==> src/rtl/alu_seq_ctrl_pkg.sv <==
// Shared types and field positions for the issue/control sequencer.
// Latency: n/a (declarations only).
// Backpressure: n/a.
package alu_seq_pkg;

    localparam int INSTR_W = 9;
    localparam int DATA_W  = 8;
    localparam int NREG    = 8;
    localparam int RADDR_W = 3;
    localparam int CMD_W   = 4;
    localparam int IDX_W   = 5;

    localparam int OP_MSB  = 8;
    localparam int OP_LSB  = 5;
    localparam int RA_MSB  = 4;
    localparam int RA_LSB  = 2;
    localparam int RB_MSB  = 1;
    localparam int RB_LSB  = 0;
    localparam int IMM_MSB = 4;

    typedef enum logic [CMD_W-1:0] {
        OP_ADD  = 4'b0000,
        OP_LSH  = 4'b0001,
        OP_RSH  = 4'b0010,
        OP_MOV  = 4'b0011,
        OP_OR   = 4'b0100,
        OP_XOR  = 4'b0101,
        OP_AND  = 4'b0110,
        OP_ADDI = 4'b0111,
        OP_BNE  = 4'b1000,
        OP_BEQ  = 4'b1001,
        OP_MOVI = 4'b1010,
        OP_CLC  = 4'b1011,
        OP_RSV  = 4'b1100,
        OP_HALT = 4'b1101 + 4'b0001,
        OP_CMP  = 4'b1101,
        OP_NOP  = 4'b1111
    } op_e;

    typedef enum logic [2:0] {
        ST_IDLE,
        ST_OPER,
        ST_EXEC,
        ST_WB,
        ST_HALT
    } state_e;

    typedef enum logic [1:0] {
        SEL_REG,
        SEL_IMM,
        SEL_ZERO
    } opnd_sel_e;

    localparam logic [INSTR_W-1:0] INSTR_NOP = {OP_NOP, 5'b0};

endpackage

==> src/rtl/alu_seq_ctrl_if.sv <==
// Fetch, register-file and ALU signals seen by the sequencer.
// Latency: n/a (wiring only).
// Backpressure: instr_valid/instr_ready handshake from fetch.
interface alu_seq_ctrl_if;
    import alu_seq_pkg::*;

    logic [INSTR_W-1:0] instr;
    logic               instr_valid;
    logic               instr_ready;
    logic [RADDR_W-1:0] rf_raddr_a;
    logic [RADDR_W-1:0] rf_raddr_b;
    logic [DATA_W-1:0]  rf_rdata_a;
    logic [DATA_W-1:0]  rf_rdata_b;
    logic [CMD_W-1:0]   alu_cmd;
    logic [DATA_W-1:0]  alu_a;
    logic [DATA_W-1:0]  alu_b;
    logic               alu_sc_i;
    logic [DATA_W-1:0]  alu_rslt;
    logic               alu_sc_o;
    logic               alu_equal;
    logic               alu_wr_r0;
    logic               alu_wr_first;
    logic               rf_we;
    logic [RADDR_W-1:0] rf_waddr;
    logic [DATA_W-1:0]  rf_wdata;
    logic               br_taken;
    logic [IDX_W-1:0]   br_idx;
    logic               halted;
    logic               illegal;

    modport master (
        input  instr, instr_valid, rf_rdata_a, rf_rdata_b,
               alu_rslt, alu_sc_o, alu_equal, alu_wr_r0, alu_wr_first,
        output instr_ready, rf_raddr_a, rf_raddr_b, alu_cmd, alu_a, alu_b,
               alu_sc_i, rf_we, rf_waddr, rf_wdata, br_taken, br_idx,
               halted, illegal
    );

    modport slave (
        output instr, instr_valid, rf_rdata_a, rf_rdata_b,
               alu_rslt, alu_sc_o, alu_equal, alu_wr_r0, alu_wr_first,
        input  instr_ready, rf_raddr_a, rf_raddr_b, alu_cmd, alu_a, alu_b,
               alu_sc_i, rf_we, rf_waddr, rf_wdata, br_taken, br_idx,
               halted, illegal
    );

endinterface

==> src/rtl/alu_seq_ctrl_decode.sv <==
// Combinational instruction decoder for the sequencer.
// Latency: 0 cycles.
// Backpressure: none.
module instr_decode
    import alu_seq_pkg::*;
(
    input  logic [INSTR_W-1:0] instr,
    output op_e                op,
    output logic [RADDR_W-1:0] ra,
    output logic [RADDR_W-1:0] rb,
    output logic [DATA_W-1:0]  imm2,
    output logic [DATA_W-1:0]  imm5,
    output opnd_sel_e          sel_a,
    output opnd_sel_e          sel_b,
    output logic               uses_alu,
    output logic               may_write,
    output logic               is_movi,
    output logic               carry_upd,
    output logic               carry_clr,
    output logic               eq_upd,
    output logic               is_branch,
    output logic               br_on_eq,
    output logic               is_halt,
    output logic               is_illegal
);

    op_e opc;

    always_comb begin
        opc        = op_e'(instr[OP_MSB:OP_LSB]);
        op         = opc;
        ra         = instr[RA_MSB:RA_LSB];
        rb         = {1'b0, instr[RB_MSB:RB_LSB]};
        imm2       = {6'b0, instr[RB_MSB:RB_LSB]};
        imm5       = {3'b0, instr[IMM_MSB:0]};
        sel_a      = SEL_ZERO;
        sel_b      = SEL_ZERO;
        uses_alu   = 1'b0;
        may_write  = 1'b0;
        is_movi    = 1'b0;
        carry_upd  = 1'b0;
        carry_clr  = 1'b0;
        eq_upd     = 1'b0;
        is_branch  = 1'b0;
        br_on_eq   = 1'b0;
        is_halt    = 1'b0;
        is_illegal = 1'b0;
        unique case (opc)
            OP_ADD, OP_LSH, OP_RSH, OP_MOV, OP_OR, OP_XOR, OP_AND: begin
                sel_a     = SEL_REG;
                sel_b     = SEL_REG;
                uses_alu  = 1'b1;
                may_write = 1'b1;
                carry_upd = (opc == OP_ADD) || (opc == OP_LSH) || (opc == OP_RSH);
            end
            OP_ADDI: begin
                sel_a     = SEL_REG;
                sel_b     = SEL_IMM;
                uses_alu  = 1'b1;
                may_write = 1'b1;
                carry_upd = 1'b1;
            end
            OP_MOVI: begin
                sel_a     = SEL_IMM;
                uses_alu  = 1'b1;
                may_write = 1'b1;
                is_movi   = 1'b1;
            end
            OP_CMP: begin
                sel_a    = SEL_REG;
                sel_b    = SEL_REG;
                uses_alu = 1'b1;
                eq_upd   = 1'b1;
            end
            OP_BNE:  is_branch = 1'b1;
            OP_BEQ: begin
                is_branch = 1'b1;
                br_on_eq  = 1'b1;
            end
            OP_CLC:  carry_clr  = 1'b1;
            OP_HALT: is_halt    = 1'b1;
            OP_RSV:  is_illegal = 1'b1;
            default: ;
        endcase
    end

endmodule

==> src/rtl/alu_seq_ctrl.sv <==
// Serial issue sequencer: IDLE->OPER->EXEC->WB, one instruction per 4 cycles.
// Latency: writeback edge is 3 edges after acceptance.
// Backpressure: instr_ready only in IDLE; HALT blocks fetch until reset.
module alu_seq_ctrl
    import alu_seq_pkg::*;
#(
    parameter int NREG = 8
) (
    input  logic           clk,
    input  logic           reset,
    alu_seq_ctrl_if.master bus
);

    localparam int RA_W = $clog2(NREG);

    state_e             state_q, state_d;
    logic [INSTR_W-1:0] instr_q;
    logic [DATA_W-1:0]  opa_q, opb_q, rslt_q;
    logic               sc_q, eq_q, wr_r0_q, wr_first_q;
    logic               carry_q, eq_flag_q;

    op_e                dec_op;
    logic [RADDR_W-1:0] dec_ra, dec_rb;
    logic [DATA_W-1:0]  dec_imm2, dec_imm5;
    opnd_sel_e          dec_sel_a, dec_sel_b;
    logic               dec_uses_alu, dec_may_write, dec_is_movi;
    logic               dec_carry_upd, dec_carry_clr, dec_eq_upd;
    logic               dec_is_branch, dec_br_on_eq, dec_is_halt, dec_is_illegal;

    logic [DATA_W-1:0]  opnd_a, opnd_b;
    logic               wr_en;
    logic [RA_W-1:0]    wr_addr;

    instr_decode u_decode (
        .instr      (instr_q),
        .op         (dec_op),
        .ra         (dec_ra),
        .rb         (dec_rb),
        .imm2       (dec_imm2),
        .imm5       (dec_imm5),
        .sel_a      (dec_sel_a),
        .sel_b      (dec_sel_b),
        .uses_alu   (dec_uses_alu),
        .may_write  (dec_may_write),
        .is_movi    (dec_is_movi),
        .carry_upd  (dec_carry_upd),
        .carry_clr  (dec_carry_clr),
        .eq_upd     (dec_eq_upd),
        .is_branch  (dec_is_branch),
        .br_on_eq   (dec_br_on_eq),
        .is_halt    (dec_is_halt),
        .is_illegal (dec_is_illegal)
    );

    always_comb begin
        unique case (dec_sel_a)
            SEL_REG: opnd_a = bus.rf_rdata_a;
            SEL_IMM: opnd_a = dec_imm5;
            default: opnd_a = '0;
        endcase
        unique case (dec_sel_b)
            SEL_REG: opnd_b = bus.rf_rdata_b;
            SEL_IMM: opnd_b = dec_imm2;
            default: opnd_b = '0;
        endcase
    end

    // Destination priority: write-first (ra) beats write-R0, which beats movi's implicit R0.
    assign wr_en   = dec_may_write && (wr_first_q || wr_r0_q || dec_is_movi);
    assign wr_addr = wr_first_q ? dec_ra : '0;

    always_ff @(posedge clk) begin
        if (reset) begin
            state_q    <= ST_IDLE;
            instr_q    <= INSTR_NOP;
            opa_q      <= '0;
            opb_q      <= '0;
            rslt_q     <= '0;
            sc_q       <= 1'b0;
            eq_q       <= 1'b0;
            wr_r0_q    <= 1'b0;
            wr_first_q <= 1'b0;
            carry_q    <= 1'b0;
            eq_flag_q  <= 1'b0;
        end else begin
            state_q <= state_d;
            if (state_q == ST_IDLE && bus.instr_valid) begin
                instr_q <= bus.instr;
            end
            if (state_q == ST_OPER) begin
                opa_q <= opnd_a;
                opb_q <= opnd_b;
            end
            if (state_q == ST_EXEC) begin
                rslt_q     <= bus.alu_rslt;
                sc_q       <= bus.alu_sc_o;
                eq_q       <= bus.alu_equal;
                wr_r0_q    <= bus.alu_wr_r0;
                wr_first_q <= bus.alu_wr_first;
            end
            if (state_q == ST_WB) begin
                if (dec_carry_clr) begin
                    carry_q <= 1'b0;
                end else if (dec_carry_upd) begin
                    carry_q <= sc_q;
                end
                if (dec_eq_upd) begin
                    eq_flag_q <= eq_q;
                end
            end
        end
    end

    assign bus.alu_sc_i = carry_q;

    always_comb begin
        state_d         = state_q;
        bus.instr_ready = 1'b0;
        bus.rf_raddr_a  = '0;
        bus.rf_raddr_b  = '0;
        bus.alu_cmd     = OP_NOP;
        bus.alu_a       = '0;
        bus.alu_b       = '0;
        bus.rf_we       = 1'b0;
        bus.rf_waddr    = '0;
        bus.rf_wdata    = '0;
        bus.br_taken    = 1'b0;
        bus.br_idx      = '0;
        bus.halted      = 1'b0;
        bus.illegal     = 1'b0;
        unique case (state_q)
            ST_IDLE: begin
                bus.instr_ready = 1'b1;
                if (bus.instr_valid) begin
                    state_d = ST_OPER;
                end
            end
            ST_OPER: begin
                bus.rf_raddr_a = dec_ra;
                bus.rf_raddr_b = dec_rb;
                state_d        = ST_EXEC;
            end
            ST_EXEC: begin
                bus.alu_cmd = dec_uses_alu ? dec_op : OP_NOP;
                bus.alu_a   = opa_q;
                bus.alu_b   = opb_q;
                state_d     = ST_WB;
            end
            ST_WB: begin
                // A reset landing on the WB cycle cancels the side effects in that same cycle.
                if (!reset) begin
                    bus.rf_we    = wr_en;
                    bus.rf_waddr = wr_en ? wr_addr : '0;
                    bus.rf_wdata = wr_en ? rslt_q : '0;
                    bus.br_taken = dec_is_branch && (dec_br_on_eq ? eq_flag_q : !eq_flag_q);
                    bus.br_idx   = dec_is_branch ? instr_q[IMM_MSB:0] : '0;
                    bus.illegal  = dec_is_illegal;
                end
                state_d = dec_is_halt ? ST_HALT : ST_IDLE;
            end
            ST_HALT: begin
                bus.halted = 1'b1;
            end
            default: state_d = ST_IDLE;
        endcase
    end

endmodule

==> src/flat_wrapper.sv <==
// flat-port wrapper written by rule: the top's interface ports become plain ports
module alu_seq_ctrl_flat import alu_seq_pkg::*;
#(
    parameter int NREG = 8
)
  (clk, reset, bus_instr, bus_instr_valid, bus_rf_rdata_a, bus_rf_rdata_b, bus_alu_rslt, bus_alu_sc_o, bus_alu_equal, bus_alu_wr_r0, bus_alu_wr_first, bus_instr_ready, bus_rf_raddr_a, bus_rf_raddr_b, bus_alu_cmd, bus_alu_a, bus_alu_b, bus_alu_sc_i, bus_rf_we, bus_rf_waddr, bus_rf_wdata, bus_br_taken, bus_br_idx, bus_halted, bus_illegal);
  alu_seq_ctrl_if bus_i ();
  input  logic clk;
  input  logic reset;
  input wire logic [$bits(bus_i.instr)-1:0] bus_instr;
  input wire logic [$bits(bus_i.instr_valid)-1:0] bus_instr_valid;
  input wire logic [$bits(bus_i.rf_rdata_a)-1:0] bus_rf_rdata_a;
  input wire logic [$bits(bus_i.rf_rdata_b)-1:0] bus_rf_rdata_b;
  input wire logic [$bits(bus_i.alu_rslt)-1:0] bus_alu_rslt;
  input wire logic [$bits(bus_i.alu_sc_o)-1:0] bus_alu_sc_o;
  input wire logic [$bits(bus_i.alu_equal)-1:0] bus_alu_equal;
  input wire logic [$bits(bus_i.alu_wr_r0)-1:0] bus_alu_wr_r0;
  input wire logic [$bits(bus_i.alu_wr_first)-1:0] bus_alu_wr_first;
  output wire logic [$bits(bus_i.instr_ready)-1:0] bus_instr_ready;
  output wire logic [$bits(bus_i.rf_raddr_a)-1:0] bus_rf_raddr_a;
  output wire logic [$bits(bus_i.rf_raddr_b)-1:0] bus_rf_raddr_b;
  output wire logic [$bits(bus_i.alu_cmd)-1:0] bus_alu_cmd;
  output wire logic [$bits(bus_i.alu_a)-1:0] bus_alu_a;
  output wire logic [$bits(bus_i.alu_b)-1:0] bus_alu_b;
  output wire logic [$bits(bus_i.alu_sc_i)-1:0] bus_alu_sc_i;
  output wire logic [$bits(bus_i.rf_we)-1:0] bus_rf_we;
  output wire logic [$bits(bus_i.rf_waddr)-1:0] bus_rf_waddr;
  output wire logic [$bits(bus_i.rf_wdata)-1:0] bus_rf_wdata;
  output wire logic [$bits(bus_i.br_taken)-1:0] bus_br_taken;
  output wire logic [$bits(bus_i.br_idx)-1:0] bus_br_idx;
  output wire logic [$bits(bus_i.halted)-1:0] bus_halted;
  output wire logic [$bits(bus_i.illegal)-1:0] bus_illegal;
  assign bus_i.instr = bus_instr;
  assign bus_i.instr_valid = bus_instr_valid;
  assign bus_i.rf_rdata_a = bus_rf_rdata_a;
  assign bus_i.rf_rdata_b = bus_rf_rdata_b;
  assign bus_i.alu_rslt = bus_alu_rslt;
  assign bus_i.alu_sc_o = bus_alu_sc_o;
  assign bus_i.alu_equal = bus_alu_equal;
  assign bus_i.alu_wr_r0 = bus_alu_wr_r0;
  assign bus_i.alu_wr_first = bus_alu_wr_first;
  assign bus_instr_ready = bus_i.instr_ready;
  assign bus_rf_raddr_a = bus_i.rf_raddr_a;
  assign bus_rf_raddr_b = bus_i.rf_raddr_b;
  assign bus_alu_cmd = bus_i.alu_cmd;
  assign bus_alu_a = bus_i.alu_a;
  assign bus_alu_b = bus_i.alu_b;
  assign bus_alu_sc_i = bus_i.alu_sc_i;
  assign bus_rf_we = bus_i.rf_we;
  assign bus_rf_waddr = bus_i.rf_waddr;
  assign bus_rf_wdata = bus_i.rf_wdata;
  assign bus_br_taken = bus_i.br_taken;
  assign bus_br_idx = bus_i.br_idx;
  assign bus_halted = bus_i.halted;
  assign bus_illegal = bus_i.illegal;
  alu_seq_ctrl #(.NREG(NREG)) u_core (.clk(clk), .reset(reset), .bus(bus_i));
endmodule
==> config.mk <==
export PLATFORM = sky130hd
export DESIGN_NAME = alu_seq_ctrl_flat
export DESIGN_NICKNAME = d
export VERILOG_FILES = /design/src/rtl/alu_seq_ctrl_pkg.sv /design/src/rtl/alu_seq_ctrl_if.sv /design/src/rtl/alu_seq_ctrl_decode.sv /design/src/rtl/alu_seq_ctrl.sv /design/src/flat_wrapper.sv
export SDC_FILE = /design/constraint.sdc
export NUM_CORES = 1
export LEC_CHECK = 0
export CAP_MARGIN = 20
export CORE_ASPECT_RATIO = 0.9
export CORE_MARGIN = 1.5
export CORE_UTILIZATION = 38
export DETAILED_ROUTE_END_ITERATION = 7
export GPL_ROUTABILITY_DRIVEN = 0
export HOLD_SLACK_MARGIN = 0.12
export PLACE_DENSITY = 0.75
export SLEW_MARGIN = 20
export SYNTH_ARGS = -nofsm -noshare
export SYNTH_HDL_FRONTEND = slang
export SYNTH_SLANG_ARGS = --single-unit
==> constraint.sdc <==
create_clock -name clk -period 2.1 [get_ports clk]
set_input_delay 0.63 -clock clk [delete_from_list [all_inputs] [get_ports clk]]
set_output_delay 0.63 -clock clk [all_outputs]
set_load 0.01 [all_outputs]
==> results by group <==
Setup path
  – Cells along the critical path: buf_6 > and4bb_2 > a21boi_4 > o31a_4 > buf_6 > buf_6 > and2_4 > buf_6
  – Crit path buf inv count: 4
  – Crit-path most repeated cell: buf_6
  – FF-to-FF setup slack: 0.36 ns
  – Worst R2R Path Depth: 7
  – Arr. time, crit path: 1.84 ns
  – Critical path's slowest cell: and4bb_2
  – Worst setup EP type: output pin
  – Worst-path maximum fanout: 4
  – Crit path largest cell delay: 0.30 ns
  – Setup crit start kind: primary input
  – Critical setup path kind: primary input to output pin
  – Worst R2R End: u_core.opa_q[1]
  – Critical path's top delay family: compound AO/OA/AOI/OAI gates
  – R2r startpoint: u_core.state_q[1]
  – Critical Path RT: 1.47 ns
  – Crit path depth: 8

Die
  – Die X: 81.42 um
  – Row count: 25
  – Height of the chip: 73.58 um
  – Initial core utilization: 39.79%
  – Core area: 0.005286 mm^2
  – Die ar.: 0.005991 mm^2
  – Top Ports: 88

STA
  – Worst-margin pin slew: 0.5474 ns
  – Period utilization: 117.6%
  – Hold Slack: 0.4600 ns
  – Final setup viols: 34
  – Fmax: 404.8 MHz
  – Setup_tns: -6.076 ns
  – Final Hold Fails: 0
  – Slew Limit Fails: 0
  – Setup ws final: -0.3701 ns
  – Worst Skew: 0.004159 ns
  – RSZ-0062 raised after global routing: true
  – Period minus WS final: 2.470 ns
  – Max transition margin: 63.42%

Power
  – Gate power share: 27.9%
  – Int Power: 0.001404 W
  – Switching fraction of total power: 30.38%
  – Sw power: 0.0006126 W
  – Power share of the sequential group: 44.5%
  – Clock power share: 27.6%
  – Leakage power: 1.592 nW
  – Worst VDD drop: 0.2807 mV
  – Pwr/cell area: 546.8 mW/mm^2

Finish
  – Layout Nets: 430
  – Share of layout cells above drive strength 1: 40.92%
  – Final Cell Area: 0.003687 mm^2
  – Area delta synth->final: 75.31%
  – Non-Filler Instances: 458
  – N_diodes: 0

Synth
  – Register area share after synthesis: 39.98%
  – Cells after Synth: 267
  – Distinct cells, synth: 39
  – Yosys reg bits: 42
  – Netlist Area Pre-Place: 0.002103 mm^2
  – Mean area per synthesized cell: 7.877 um^2
  – Syn_nets: 307
  – Synth Warn #: 0

GRT
  – Largest net degree at the start of global routing: 44
  – Vias in the first global route: 2148
  – Initial antenna violation count: 0
  – Global Route Usage Sum: 23.85%
  – Global-route wire length before repair: 10760 um
  – Total gr overflow: 0

Placement
  – Port buffer count: 86
  – Placed inst area: 0.003149 mm^2
  – Placed insts: 420
  – Hpwl dp: 4321 um

Flow run
  – Max-Cap Viols: 0

Min path
  – Hold path start: u_core.rslt_q[2]
  – WHS Endpoint: u_core.rslt_q[2]
  – Hold Crit Class: register to register
  – Hold Crit Depth: 2

Clock tree
  – H-tree levels: 2
  – Hold Buf Count CTS: 0
  – Root Buffer: clkbuf_8
  – Clock net sink count: 42
  – Worst skew pair latency: 0.30 ns
  – CTS tree: done
  – TritonCTS buffer count: 5
  – Worst-path clk slew: 0.08 ns
  – Maximum clock path buffer count: 2

Route
  – Remaining DRCs: 0
  – Drt pass-1 iters: 4
  – Antenna-violating nets left: 0
  – DR vias/cell: 5.011
  – Via count: 2295
  – Avg WL per Cell: 15.20 um
  – Final wirelength: 6963 um
  – Initial DRC count: 76

Status
  – Outcome: finished with violations
  – Failing checks: negative setup slack
[logic make-up after synthesis]
kind of cell,count (synthesis),synth area share [%]
muxes,1,0.4759
DFF,42,39.98
AOI/OAI and AO/OA,44,13.68
and+or+nand+nor,153,38.61
buffers and inverters,23,5.830
other,1,0.1783
xor gates and xnor gates,3,1.249
[power groups by stage]
| stage | logic (W) | clock network, W | registers (W) |
|---|---|---|---|
| after global routing | 0.000610 | 0.000602 | 0.000902 |
| after global placement | 0.000455 | 0 | 0.000904 |
| after CTS | 0.000542 | 0.000560 | 0.000893 |
| final | 0.000562 | 0.000557 | 0.000897 |
| after detailed placement | 0.000458 | 0 | 0.000907 |
| after floorplan | 0.000266 | 0 | 0.000895 |
[per-stage QoR]
| step | utilization (%) | power [W] | worst slack (ns) |
|---|---|---|---|
| detailed placement | 59.57 | 0.001365 | -1.022 |
| floorplan | - | 0.001161 | -0.1310 |
| global placement | 59.57 | 0.001359 | -1.020 |
| CTS | 66.96 | 0.001996 | -0.3658 |
| finish | 69.75 | 0.002016 | -0.3701 |
| global route | 69.75 | 0.002115 | -0.4030 |
[synthesized netlist by cell type (all sizes together)]
cell type	number	area share, %
a221oi	7	2.9
nand2	58	10
nor2b	2	0.59
a21boi	1	0.89
nor2	15	3.2
mux2i	1	0.48
o21ai	1	0.42
nor3b	2	0.95
nor3	10	2.9
xnor2	2	0.83
dfxtp	42	40
and3b	1	0.42
a21oi	32	7.8
nor4b	1	0.71
nand4b	1	0.42
xor2	1	0.42
clkbuf	8	1.4
conb	1	0.18
o2111ai	1	0.42
buf	13	4.0
a211o	1	0.42
and4bb	1	0.59
and3	9	2.7
nand3	9	2.1
nand3b	6	2.1
or3b	2	0.83
o31a	1	0.83
nand4	1	0.30
nand2b	3	0.89
and2	31	9.2
nor4	1	0.30
inv	2	0.36
[state kept, by name, indices dropped and copies added (netlist names)]
name,count
u_core.opb_q,8
u_core.state_q,3
u_core.bus.alu_sc_i,1
u_core.eq_q,1
u_core.eq_flag_q,1
u_core.instr_q,9
u_core.rslt_q,8
u_core.opa_q,8
u_core.wr_first_q,1
u_core.sc_q,1
u_core.wr_r0_q,1
[what timing repair did]
item,4_1_cts,5_1_grt
buffers inserted,28,10
gates resized for setup,239,51
cloned,2,0
pin swaps,15,14
endpoints found under the setup margin,46,45
[layout by cell type (no fill, tap or decap), types with 7 or more instances in the layout]
cell type | Yosys | layout
buf_4 | 8 | 23
and2_4 | 0 | 28
nor2_1 | 13 | 11
clkdlybuf4s50_1 | 0 | 39
nor3_1 | 9 | 8
buf_6 | 0 | 60
a21oi_1 | 31 | 31
nand2_1 | 58 | 55
a221oi_1 | 7 | 7
dfxtp_1 | 42 | 38
nand3_1 | 9 | 9
[layout make-up]
| cell class | instances | area (um^2) |
|---|---|---|
| clock buffer | 6 | 82.58 |
| inverter | 2 | 7.507 |
| multi-input combinational | 203 | 1305 |
| clock inverter | 2 | 12.51 |
| timing repair buffer | 136 | 1350 |
| sequential | 42 | 845.8 |
| fill | 433 | 1599 |
| tap | 67 | 83.83 |
[layer usage]
layer | vias up | part of all wire [%] | global-route usage, %
met5 | - | 0 | 0
met4 | 0 | 1.2 | 8.621
met3 | 7 | 7.2 | 4.720
met2 | 85 | 47 | 39.58
met1 | 1059 | 44 | 30.61
li1 | 1144 | - | -
[worst min-delay path, stage by stage, from the launching register on]
cell and delay (ns):
dfxtp_1 0.32, nand2_1 0.05, a21oi_1 0.05
[worst max path at each step]
stage	start	end	slack, ns
floorplan	reset	bus_rf_wdata[0]	-0.13
global placement	reset	bus_br_idx[3]	-1.02
detailed placement	reset	bus_br_idx[1]	-1.02
CTS	reset	bus_rf_wdata[1]	-0.37
global route	u_core.instr_q[5]	bus_rf_wdata[6]	-0.40
finish	reset	bus_rf_wdata[6]	-0.37
Power figures use the tool's default switching activity.
